File: src/rtl/alu_sequencer.sv
// Multi-cycle control sequencer for the accumulator ALU: fetches 9-bit instructions,
// drives ALU/datapath controls, keeps carry/zero/parity flags and resolves branches.
module alu_sequencer #(
  parameter int PC_W  = 10,
  parameter int LUT_W = 4
) (
  input  logic             clk,
  input  logic             reset,
  input  logic             start,
  output logic             done,
  output logic [PC_W-1:0]  instr_addr,
  input  logic [8:0]       instr_data,
  output logic [LUT_W-1:0] lut_idx,
  input  logic [PC_W-1:0]  lut_target,
  output logic [3:0]       alu_cmd,
  output logic             alu_ldImmed,
  output logic             alu_cin,
  input  logic             alu_cout,
  input  logic             alu_zero,
  input  logic             alu_pari,
  output logic [7:0]       imm,
  output logic             opr_sel,
  output logic [3:0]       reg_addr,
  output logic             acc_we,
  output logic             reg_we,
  output logic             dmem_re,
  output logic             dmem_we,
  output logic             flag_c,
  output logic             flag_z,
  output logic             flag_p
);

  typedef enum logic [2:0] {
    S_IDLE,
    S_FETCH,
    S_EXEC,
    S_MEMWAIT,
    S_DONE
  } state_t;

  localparam logic [3:0] OP_SHIFT = 4'b0000;
  localparam logic [3:0] OP_BRA   = 4'b0001;
  localparam logic [3:0] OP_BZ    = 4'b0010;
  localparam logic [3:0] OP_BC    = 4'b0011;
  localparam logic [3:0] OP_LOAD  = 4'b0100;
  localparam logic [3:0] OP_STORE = 4'b0101;
  localparam logic [3:0] OP_PUSH  = 4'b0110;
  localparam logic [3:0] OP_POP   = 4'b0111;
  localparam logic [3:0] OP_AND   = 4'b1000;
  localparam logic [3:0] OP_OR    = 4'b1001;
  localparam logic [3:0] OP_XOR   = 4'b1010;
  localparam logic [3:0] OP_NOT   = 4'b1011;
  localparam logic [3:0] OP_ADD   = 4'b1100;
  localparam logic [3:0] OP_SUB   = 4'b1101;
  localparam logic [3:0] OP_HALT  = 4'b1111;

  state_t          state, state_nxt;
  logic [PC_W-1:0] pc, pc_nxt, pc_inc;
  logic            start_q;
  logic            c_we;
  logic            flags_clr;
  logic [3:0]      opcode;

  assign instr_addr = pc;
  assign pc_inc     = pc + 1'b1;
  assign opcode     = instr_data[7:4];

  // NOTE: every output of this block gets a default first so no path can infer a latch.
  always_comb begin
    state_nxt   = state;
    pc_nxt      = pc;
    done        = (state == S_DONE);
    alu_cmd     = '0;
    alu_ldImmed = 1'b0;
    alu_cin     = 1'b0;
    imm         = '0;
    opr_sel     = 1'b0;
    reg_addr    = '0;
    lut_idx     = '0;
    acc_we      = 1'b0;
    reg_we      = 1'b0;
    dmem_re     = 1'b0;
    dmem_we     = 1'b0;
    c_we        = 1'b0;
    flags_clr   = 1'b0;

    case (state)
      S_IDLE:  if (start) state_nxt = S_FETCH;
      S_FETCH: state_nxt = S_EXEC;
      S_EXEC: begin
        state_nxt = S_FETCH;
        pc_nxt    = pc_inc;
        if (instr_data[8]) begin
          alu_ldImmed = 1'b1;
          imm         = instr_data[7:0];
          acc_we      = 1'b1;
        end else begin
          alu_cmd  = opcode;
          reg_addr = instr_data[3:0];
          lut_idx  = instr_data[LUT_W-1:0];
          imm      = {4'b0000, instr_data[3:0]};
          case (opcode)
            OP_SHIFT: begin
              acc_we = 1'b1;
              c_we   = 1'b1;
            end
            OP_AND, OP_OR, OP_XOR, OP_NOT, OP_POP: acc_we = 1'b1;
            OP_ADD, OP_SUB: begin
              acc_we  = 1'b1;
              c_we    = 1'b1;
              alu_cin = flag_c;
            end
            OP_PUSH:  reg_we  = 1'b1;
            OP_STORE: dmem_we = 1'b1;
            OP_LOAD: begin
              dmem_re   = 1'b1;
              state_nxt = S_MEMWAIT;
              pc_nxt    = pc;
            end
            OP_BRA: pc_nxt = lut_target;
            OP_BZ:  if (flag_z) pc_nxt = lut_target;
            OP_BC:  if (flag_c) pc_nxt = lut_target;
            OP_HALT: begin
              state_nxt = S_DONE;
              pc_nxt    = pc;
            end
            default: ;
          endcase
        end
      end
      S_MEMWAIT: begin
        alu_cmd   = OP_LOAD;
        opr_sel   = 1'b1;
        acc_we    = 1'b1;
        pc_nxt    = pc_inc;
        state_nxt = S_FETCH;
      end
      S_DONE: begin
        if (start && !start_q) begin
          state_nxt = S_FETCH;
          pc_nxt    = '0;
          flags_clr = 1'b1;
        end
      end
      default: state_nxt = S_IDLE;
    endcase

    // Reset is synchronous, so suppress write strobes in the reset cycle to abort cleanly.
    if (reset) begin
      acc_we  = 1'b0;
      reg_we  = 1'b0;
      dmem_re = 1'b0;
      dmem_we = 1'b0;
    end
  end

  // NOTE: sequential state uses non-blocking assignments so all registers update together.
  always_ff @(posedge clk) begin
    if (reset) begin
      state   <= S_IDLE;
      pc      <= '0;
      start_q <= 1'b0;
      flag_c  <= 1'b0;
      flag_z  <= 1'b0;
      flag_p  <= 1'b0;
    end else begin
      state   <= state_nxt;
      pc      <= pc_nxt;
      start_q <= start;
      if (flags_clr) begin
        flag_c <= 1'b0;
        flag_z <= 1'b0;
        flag_p <= 1'b0;
      end else begin
        if (c_we) flag_c <= alu_cout;
        if (acc_we) begin
          flag_z <= alu_zero;
          flag_p <= alu_pari;
        end
      end
    end
  end

endmodule

File: config.mk
export PLATFORM = sky130hd
export DESIGN_NAME = alu_sequencer
export DESIGN_NICKNAME = d
export VERILOG_FILES = /design/src/rtl/alu_sequencer.sv
export SDC_FILE = /design/constraint.sdc
export NUM_CORES = 1
export LEC_CHECK = 0
export BUFFER_PORTS_ARGS = -buffer_cell sky130_fd_sc_hd__buf_4
export CELL_PAD_IN_SITES_DETAIL_PLACEMENT = 1
export CELL_PAD_IN_SITES_GLOBAL_PLACEMENT = 2
export CORE_ASPECT_RATIO = 1.4
export CORE_MARGIN = 2
export CORE_UTILIZATION = 26
export DETAILED_ROUTE_END_ITERATION = 16
export PLACE_DENSITY = 0.89
export SYNTH_ARGS = -nofsm -noshare
export SYNTH_HDL_FRONTEND = slang
export SYNTH_SLANG_ARGS = --single-unit
export TNS_END_PERCENT = 100
File: constraint.sdc
create_clock -name clk -period 7.8 [get_ports clk]
set_clock_uncertainty 0.15 [all_clocks]
set_input_delay 2.34 -clock clk [delete_from_list [all_inputs] [get_ports clk]]
set_output_delay 2.34 -clock clk [all_outputs]
set_load 0.01 [all_outputs]
After elaboration in Yosys (flattened, before gate mapping)
Index checks and enable logic that the tools add are counted.

Register bits after elaboration: 17. Output and inout port bits: 41. Word-level logic and storage cells: 84.

Add/sub/neg operators: 1. Eq/ne operators: 21. Multiplexer cells: 44. Reduce and logical (&&, ||, !) cells: 12.

Operators by type and width (count): $mux W10 (4); $pmux W10 S4 (1); $pmux W10 S3 (1); $eq A4 B4 Y1 const B (7); $mux W1 (26); $eq A4 B3 Y1 const B (4); $mux W8 (2); $pmux W3 S5 (1); $mux W4 (3); $add A10 B1 Y10 const B (1); $mux W3 (3); $eq A4 B2 Y1 const B (2); $pmux W4 S2 (1); $reduce_or A8 Y1 (1); $eq A3 B2 Y1 const B (2); $pmux W3 S2 (1); $reduce_or A2 Y1 (3); $eq A4 B1 Y1 const B (1); $logic_not A4 Y1 (1); $eq A3 B1 Y1 const B (1); $eq A3 B3 Y1 const B (1); $logic_not A3 Y1 (1); $ne A3 B3 Y1 const B (1); $reduce_and A3 Y1 (1); 8 further kinds (8).

Longest topological paths before layout
Gate-level depths: netlist of the first run.

Depth in word-level cells: 6. Mapped depth: 7.

Least setup slack after synthesis of the first run
No wires, ideal clock.

Path type: in2out. From: in instr_data[8]. To: out dmem_we. Arrival time: 3.340 ns. Setup slack: 1.970 ns. Cell stages on the path: 5. Cell sequence: nor4b_1 clkbuf_1 nand2_1 nor2_1 and3_2.

Cells in the longest elaborated chain, start to end: 3.

RTL lines: start: declaration (RTL line 12) `input logic [8:0] instr_data,`; $mux W1 (RTL line 93) `if (instr_data[8]) begin`; $mux W1 (RTL line 87) `case (state)`; $mux W1 (RTL line 149) `if (reset) begin`; end: declaration (RTL line 27) `output logic dmem_we,`.

Every way passes these cells.

Worst setup path in the final report of the first run
Same ends and word-level chain as after synthesis.

==> flow_summary.yaml, run 1 <==
floorplanning:
  io_pins: 66
  die_area_um2: 5810
  core_um2: 5080
  fp.dieW_um: 65.0
  fp.dieH_um: 89.4
  rows: 31
  initial_utilization_pct: 26.6
yosys:
  ys_seq_area_share_pct: 25.1
  synth_most_common_cell: "nor2_1"
  syn-num-nets: 193
  synthTopCellsByArea: "dfxtp_1 (25%), and2_1 (6.0%), nor2_1 (5.5%)"
  yosysTopAreaCell: "dfxtp_1"
  async_flop_share_pct: 0
  synthFlopType: "dfxtp_1"
  synth_common_cells: "nor2_1 (20), dfxtp_1 (17), inv_1 (17)"
  syn-instance-count: 167
  synth_top_area_share_pct: 25.1
  synth_edf_count: 0
  yosys_warnings: 0
  ys_types: 48
  avgSynthCellArea_um2: 8.11
  synth-seq-cells: 17
  synth_area_um2: 1350
detailed_routing:
  drc: 0
  drt_wl_total_mm: 4.18
  ant_nets: 0
  vias_per_cell: 4.90
  drt_iter0_markers: 45
  vias: 1410
  dr.pass1.iters: 4
  routedWlPerCell_um: 14.5
layout:
  nets: 249
  area_growth_pct: 36.3
  layout-drive-gt1-share_pct: 38.3
  fin_cells: 288
  n_antenna_cell: 0
  stdcell_area_um2: 1850
power:
  cellLeakagePower_uw: 0.000850
  p_switching_uw: 56.4
  pwr-share-clk_pct: 32.2
  seq_power_share_pct: 45.8
  power.internal_uw: 147
  pwr-share-comb_pct: 22.0
  powerDensity_nw_per_um2: 110
  peakVddDrop_v: 0.0000809
  p_sw_share_pct: 27.7
worst_setup_path:
  crit_chain: "buf_4, nor4b_1, buf_4, nand2_1, nor2_1, and3_2, buf_4"
  path_common_cell: "buf_4"
  reg2reg_slack_ns: 5.71
  worst-setup-path-type: "in -> out"
  slowest_delay_ns: 0.25
  cp_data_arrival_time_ns: 3.56
  critPathLaunchType: "primary input"
  cp_slowest_cell: "nor4b_1"
  end_kind: "output pin"
  crit_fanout: 11
  critPathRequiredTime_ns: 5.31
grt:
  antenna_found_initial: 0
  grt_max_degree: 20
  grt_pass1_vias: 1366
  grt_pass1_wl_mm: 6.62
  gr-total-overflow: 0
  grtUsageTotal_pct: 14.3
clock_network:
  clockRootBuffer: "clkbuf_8"
  cts_buffers: 3
  clock_sinks: 17
  cts_resized: 0
  cts_max_level: 1
  insertion_delay_ns: 0.25
  cts_tree: "built"
  cts_setup_buffers: 0
  clkTransAtPathRegs_ns: 0.07
  clock_tree.buffer_depth: 2
  cts_hold_buf: 0
sta:
  worst_hold_slack_ns: 0.365
  tightest_slew_ns: 0.755
  hold_viol: 0
  rsz0062_at_grt: "no"
  period_needed_ns: 6.05
  maxSlewViolCount: 0
  setup_viol: 0
  fin_ws_ns: 1.75
  post-route-period-util_pct: 77.6
  fmax_ghz: 0.165
  timing.slew.headroom_pct: 49.7
  tns_ns: 0
flow_run:
  drv_cap: 0
placed_design:
  placement.cell_area_um2: 1800
  io_buffers: 65
  dp_slack_ns: 1.75
  globalplace.congestion: 0.762
  dp_hpwl_mm: 3.26
  dp.cells: 284
run_status:
  run_status: "complete, no violations"
worst_hold_path:
  hold_class: "reg -> reg"
-- cells by family (layout without fill, tap and decap cells) --
family | Yosys count | after routing | synth area share [%]
adder cells (fa/ha/maj) | 1 | 1 | 0.924
AND/OR/NAND/NOR | 73 | 73 | 30.2
buffers and inverters | 32 | 87 | 14.4
XOR/XNOR | 1 | 1 | 0.647
multiplexers | 5 | 5 | 3.70
AO/OA/AOI/OAI | 38 | 38 | 25.0
flip-flops | 17 | 17 | 25.1
-- layer usage --
metal | up-vias | track usage (%) | part of all wire [%]
li1 | 702 | - | -
met4 | 0 | 4.06 | 0.46
met1 | 655 | 16.4 | 41
met3 | 2 | 1.89 | 6.0
met2 | 51 | 27.6 | 52
met5 | - | 0 | 0
-- worst paths after layout --
check	startpoint	end	depth (start not counted)
setup / recovery	instr_data[8]	dmem_we	7
hold / removal	instr_addr[9]$_SDFFE_PP0P_	instr_addr[9]$_SDFFE_PP0P_	2
setup reg to reg	state[1]$_SDFFE_PP0P_	instr_addr[9]$_SDFFE_PP0P_	5
hold reg to reg	instr_addr[9]$_SDFFE_PP0P_	instr_addr[9]$_SDFFE_PP0P_	2
-- layout make-up --
type                            instances  area [µm²]
Multi-Input combinational cell        118         818
Fill cell                             644        3240
Inverter                               17        63.8
Timing Repair Buffer                   66         495
Sequential cell                        17         340
Clock buffer                            4        45.0
Tap cell                               66        82.6
-- stage by stage --
| stage | util [%] | total power (µW) |
|---|---|---|
| floorplan | - | 122 |
| global placement | 35.4 | 140 |
| detailed placement | 35.4 | 140 |
| CTS | 36.3 | 208 |
| global route | 36.3 | 216 |
| finish | 36.3 | 203 |
-- power by group through the flow --
stage	clock network, µW	registers (µW)	logic [µW]
floorplan	0	93.9	28.3
global placement	0	95.1	44.8
detailed placement	0	95.2	45.0
CTS	69.1	93.2	45.4
global route	73.0	93.7	49.3
finish	65.6	93.1	44.7
-- cell usage in the layout (no fill, tap or decap), drive strengths merged, types with 2 or more instances in the layout --
cell type and count:
mux2i 5, or2 2, dfxtp 17, nand2b 3, clkbuf 4, o21bai 2
and2 14, a21oi 8, nand2 7, inv 17, a22oi 3, a32oi 4
and3 8, nor2 20, buf 66, o32ai 7, nor3 6, nor4 2
a31oi 2, o21ai 2, nand3 3, a221oi 4
-- critical path, delay by kind of cell --
family	cells	cell delay [ns]
buffers and inverters	3	0.47
AND/OR/NAND/NOR	4	0.75
-- flip-flops by register name, indices dropped and copies added (netlist names) --
signal,cells
instr_addr,10
state,3
flag_c,1
flag_p,1
flag_z,1
start_q,1
(Power assumes the default switching activity.)
==> run 2: changes to the inputs <==
- ABC_AREA: unset -> 1
- CORE_UTILIZATION: 26 -> 23
- PLACE_DENSITY: 0.89 -> 0.86
- clock period: 7.8 -> 6.15 ns (I/O delays scaled with it)
==> run 2 against run 1 <==
Effect of this change: register-to-register slack worse by 1.7 ns; setup slack worse by 0.47 ns; synthesized cell count up 45%; total power grew 52%; global-route usage fell by 0.68 points; clock-buffer cell count unchanged; sequential share of layout area decreased by 1.6 points; hold slack better by 0.022 ns; routed wire length is 12% higher; synthesized area rose by 7.9%; die area grew 21%.
==> flow_summary.yaml, run 2 <==
layout:
  nets: 329
  area_growth_pct: 38.0
  final_cell_mix: "buf_4 (65), nand2_1 (46), nor2_1 (42), inv_1 (28), nand3_1 (18)"
  layout-drive-gt1-share_pct: 33.1
  stdcell_area_um2: 2020
  largest_reg_flops: 10
  n_antenna_cell: 0
  fin_cells: 374
  layout_commonest_cell: "buf_4"
sta:
  fin_ws_ns: 1.28
  fmax_ghz: 0.205
  rsz0062_at_grt: "no"
  maxSlewViolCount: 0
  tns_ns: 0
  timing.slew.headroom_pct: 52.5
  setup_viol: 0
  hold_viol: 0
  tightest_slew_ns: 0.711
  period_needed_ns: 4.87
  post-route-period-util_pct: 79.2
  worst_hold_slack_ns: 0.387
detailed_routing:
  drt_wl_total_mm: 4.68
  drt_iter0_markers: 33
  routedWlPerCell_um: 12.5
  dr.pass1.iters: 3
  vias_per_cell: 4.55
  drc: 0
  vias: 1703
  ant_nets: 0
yosys:
  async_flop_share_pct: 0
  synthTopCellsByArea: "dfxtp_1 (23%), nand2_1 (12%), nor2_1 (11%)"
  synth_top_area_share_pct: 23.3
  ys_types: 32
  synth_edf_count: 0
  synthFlopType: "dfxtp_1"
  yosys_warnings: 0
  yosysTopAreaCell: "dfxtp_1"
  synth_common_cells: "nand2_1 (46), nor2_1 (42), inv_1 (28)"
  synth_area_um2: 1460
  avgSynthCellArea_um2: 6.04
  syn-num-nets: 268
  syn-instance-count: 242
  ys_seq_area_share_pct: 23.3
  synth_most_common_cell: "nand2_1"
  synth-seq-cells: 17
grt:
  grt_max_degree: 21
  gr-total-overflow: 0
  grt_pass1_vias: 1710
  grt_pass1_wl_mm: 7.76
  antenna_found_initial: 0
  grtUsageTotal_pct: 13.7
run_status:
  run_status: "complete, no violations"
worst_setup_path:
  crit_fanout: 6
  cp_data_arrival_time_ns: 2.88
  critPathLaunchType: "primary input"
  end_kind: "output pin"
  critPathRequiredTime_ns: 4.16
  slowest_delay_ns: 0.24
  crit_chain: "buf_4, nor2_2, nand2_1, o21ai_0, nand3b_1, nand2_1, inv_1, buf_4"
  cp_slowest_cell: "nor2_2"
  worst-setup-path-type: "in -> out"
power:
  powerDensity_nw_per_um2: 153
  pwr-share-clk_pct: 27.9
  p_sw_share_pct: 33.3
  power.internal_uw: 206
  peakVddDrop_v: 0.0000666
  p_switching_uw: 103
  cellLeakagePower_uw: 0.000965
  seq_power_share_pct: 41.5
  pwr-share-comb_pct: 30.6
floorplanning:
  fp.dieW_um: 71.4
  initial_utilization_pct: 23.7
  core_um2: 6170
  io_pins: 66
  rows: 34
  die_area_um2: 7020
  fp.dieH_um: 98.3
placed_design:
  dp.cells: 370
  placement.cell_area_um2: 1970
  dp_hpwl_mm: 3.87
  dp_slack_ns: 1.26
  globalplace.congestion: 0.763
  io_buffers: 65
clock_network:
  insertion_delay_ns: 0.25
  clock_sinks: 17
  cts_hold_buf: 0
  cts_setup_buffers: 0
  cts_tree: "built"
  cts_buffers: 3
  cts_max_level: 1
  clkTransAtPathRegs_ns: 0.07
  clock_tree.buffer_depth: 2
  clockRootBuffer: "clkbuf_8"
  cts_resized: 0
worst_hold_path:
  hold_class: "reg -> reg"
flow_run:
  drv_cap: 0
[run 2: critical path, delay by kind of cell]
| family | cells | cell delay (ns) |
|---|---|---|
| AOI/OAI and AO/OA | 1 | 0.11 |
| and+or+nand+nor | 4 | 0.57 |
| buffers and inverters | 3 | 0.35 |
[run 2: layer usage]
metal,track usage (%),wire length [µm],vias to the layer above
met5,0,0,-
met4,3.77,44,0
met3,1.75,215,4
met2,26.4,2570,43
met1,15.1,1850,774
li1,-,-,882
[run 2: metrics by stage]
step / util, % / total power (µW)
floorplan: - / 187
global placement: 32.0 / 226
detailed placement: 32.0 / 227
CTS: 32.7 / 314
global route: 32.7 / 329
finish: 32.7 / 308
[run 2: cells by family (layout without fill, tap and decap cells)]
family / Yosys count / count (layout) / synth area share, %
buffers and inverters: 47 / 107 / 14.4
xor gates and xnor gates: 1 / 1 / 0.599
and+or+nand+nor: 136 / 136 / 44.6
DFF: 17 / 17 / 23.3
AOI/OAI and AO/OA: 40 / 40 / 16.3
adders and majority gates: 1 / 1 / 0.856
[run 2: path summary, 6_finish.rpt]
kind	start	end	slack, ns	depth (start not counted)
worst max-delay path	instr_data[5]	acc_we	1.28	8
worst min register to register	flag_p$_SDFFE_PP0P_	flag_p$_SDFFE_PP0P_	0.39	2
worst min-delay path	flag_p$_SDFFE_PP0P_	flag_p$_SDFFE_PP0P_	0.39	2
worst max register to register	state[1]$_SDFFE_PP0P_	instr_addr[1]$_SDFFE_PP0P_	4.03	7
[run 2: final cells by class]
| cell class | count | area [µm²] |
|---|---|---|
| Clock buffer | 4 | 45.0 |
| Fill cell | 802 | 4150 |
| Inverter | 38 | 143 |
| Multi-Input combinational cell | 178 | 911 |
| Sequential cell | 17 | 340 |
| Tap cell | 72 | 90.1 |
| Timing Repair Buffer | 65 | 488 |
[run 2: power groups by stage]
stage                     sequential, µW  clock, µW  combinational [µW]
after floorplan                      131          0                56.5
after global placement               131          0                95.0
after detailed placement             131          0                95.9
after CTS                            128       89.3                96.3
after global routing                 130       93.0                 107
final                                128       86.1                94.2
==> run 3: changes to the inputs <==
- clock period: 6.15 -> 4.63 ns (I/O delays scaled with it)
==> run 3 against run 2 <==
Effect of this change: setup slack worse by 0.62 ns; sequential share of layout area is the same; total power rose by 33%; first-iteration DRC count is 36% lower; critical path depth stayed put; register-to-register slack got worse by 1.5 ns; hold slack worse by 0.0045 ns; critical path type unchanged; largest cell class unchanged.
==> flow_summary.yaml, run 3 (synthesized netlist as in run 2, its figures left out) <==
placed_design:
  dp_slack_ns: 0.652
  globalplace.congestion: 0.763
  io_buffers: 65
  placement.cell_area_um2: 1970
  dp_hpwl_mm: 3.87
clock_network:
  cts_max_level: 1
  clkTransAtPathRegs_ns: 0.07
  clock_sinks: 17
  cts_setup_buffers: 0
  clock_tree.buffer_depth: 2
  cts_hold_buf: 0
  cts_buffers: 3
  clockRootBuffer: "clkbuf_8"
  cts_tree: "built"
  cts_resized: 0
  insertion_delay_ns: 0.25
detailed_routing:
  ant_nets: 0
  drc: 0
  vias_per_cell: 4.59
  drt_iter0_markers: 21
  dr.pass1.iters: 2
  routedWlPerCell_um: 12.6
  drt_wl_total_mm: 4.69
  vias: 1716
worst_setup_path:
  worst-setup-path-type: "in -> out"
  critPathRequiredTime_ns: 3.09
  cp_data_arrival_time_ns: 2.44
  critPathLaunchType: "primary input"
  end_kind: "output pin"
  crit_fanout: 6
sta:
  period_needed_ns: 3.98
  maxSlewViolCount: 0
  timing.slew.headroom_pct: 52.2
  post-route-period-util_pct: 85.9
  rsz0062_at_grt: "no"
  fin_ws_ns: 0.655
  hold_viol: 0
  tns_ns: 0
  tightest_slew_ns: 0.715
  fmax_ghz: 0.252
  setup_viol: 0
layout:
  final_util_pct: 32.7
  layout-drive-gt1-share_pct: 33.1
  nets: 329
  largest_reg_flops: 10
  num-fill-cells: 814
  stdcell_area_um2: 2020
  area_growth_pct: 38.0
  n_antenna_cell: 0
  layout_commonest_cell: "buf_4"
  final_cell_mix: "buf_4 (65), nand2_1 (46), nor2_1 (42), inv_1 (28), nand3_1 (18)"
floorplanning:
  initial_utilization_pct: 23.7
  io_pins: 66
  fp.dieH_um: 98.3
  die_area_um2: 7020
  rows: 34
  fp.dieW_um: 71.4
  core_um2: 6170
grt:
  antenna_found_initial: 0
  gr-total-overflow: 0
  grt_pass1_wl_mm: 7.67
  grt_pass1_vias: 1698
  grt_max_degree: 21
  grtUsageTotal_pct: 13.4
power:
  peakVddDrop_v: 0.0000865
  cellLeakagePower_uw: 0.000965
  powerDensity_nw_per_um2: 203
flow_run:
  drv_cap: 0
run_status:
  run_status: "complete, no violations"
worst_hold_path:
  hold_class: "reg -> reg"
==> run 3: cell counts in the layout (fill, tap and decap cells not counted) <==
Identical to the previous run, type by type.
==> run 3: where the power goes <==
group          total (µW)  internal (µW)  leakage [µW]  switching, µW
registers             170            156      0.000138           13.8
logic                 125           55.8      0.000804           69.6
clock network         115           61.2     0.0000228           53.7
==> run 3: worst paths after layout <==
kind	start	to	slack, ns	cells after the start
worst min-delay path	flag_p$_SDFFE_PP0P_	flag_p$_SDFFE_PP0P_	0.38	2
worst max-delay path	instr_data[5]	acc_we	0.65	8
worst max register to register	state[1]$_SDFFE_PP0P_	instr_addr[1]$_SDFFE_PP0P_	2.55	7
worst min register to register	flag_p$_SDFFE_PP0P_	flag_p$_SDFFE_PP0P_	0.38	2
==> run 3: area by class of cell <==
class | instances | area, µm² | area share (%)
well taps | 72 | 90.1 | 4.47
flip-flops and latches | 17 | 340 | 16.9
multi-input cells | 178 | 911 | 45.2
inverters | 38 | 143 | 7.07
repair buffers | 65 | 488 | 24.2
clock buffers | 4 | 45.0 | 2.23
==> run 3: stage by stage <==
stage,hold WS [ns],std cells,total power [µW]
after CTS,0.391,374,418
after floorplan,0.370,242,249
after global routing,0.424,374,436
after global placement,0.348,370,300
after detailed placement,0.373,370,301
final,0.383,374,410
==> run 3: metal layers <==
metal	share of wire, %	track usage [%]
met1	39	14.3
met2	55	26.6
met4	0.85	3.05
met3	4.8	1.96
met5	0	0
==> run 3: worst max-delay path: stages <==
cell      delay, ns
buf_4          0.14
nor2_2         0.24
nand2_1        0.08
o21ai_0        0.12
nand3b_1       0.15
nand2_1        0.11
inv_1          0.10
buf_4          0.12
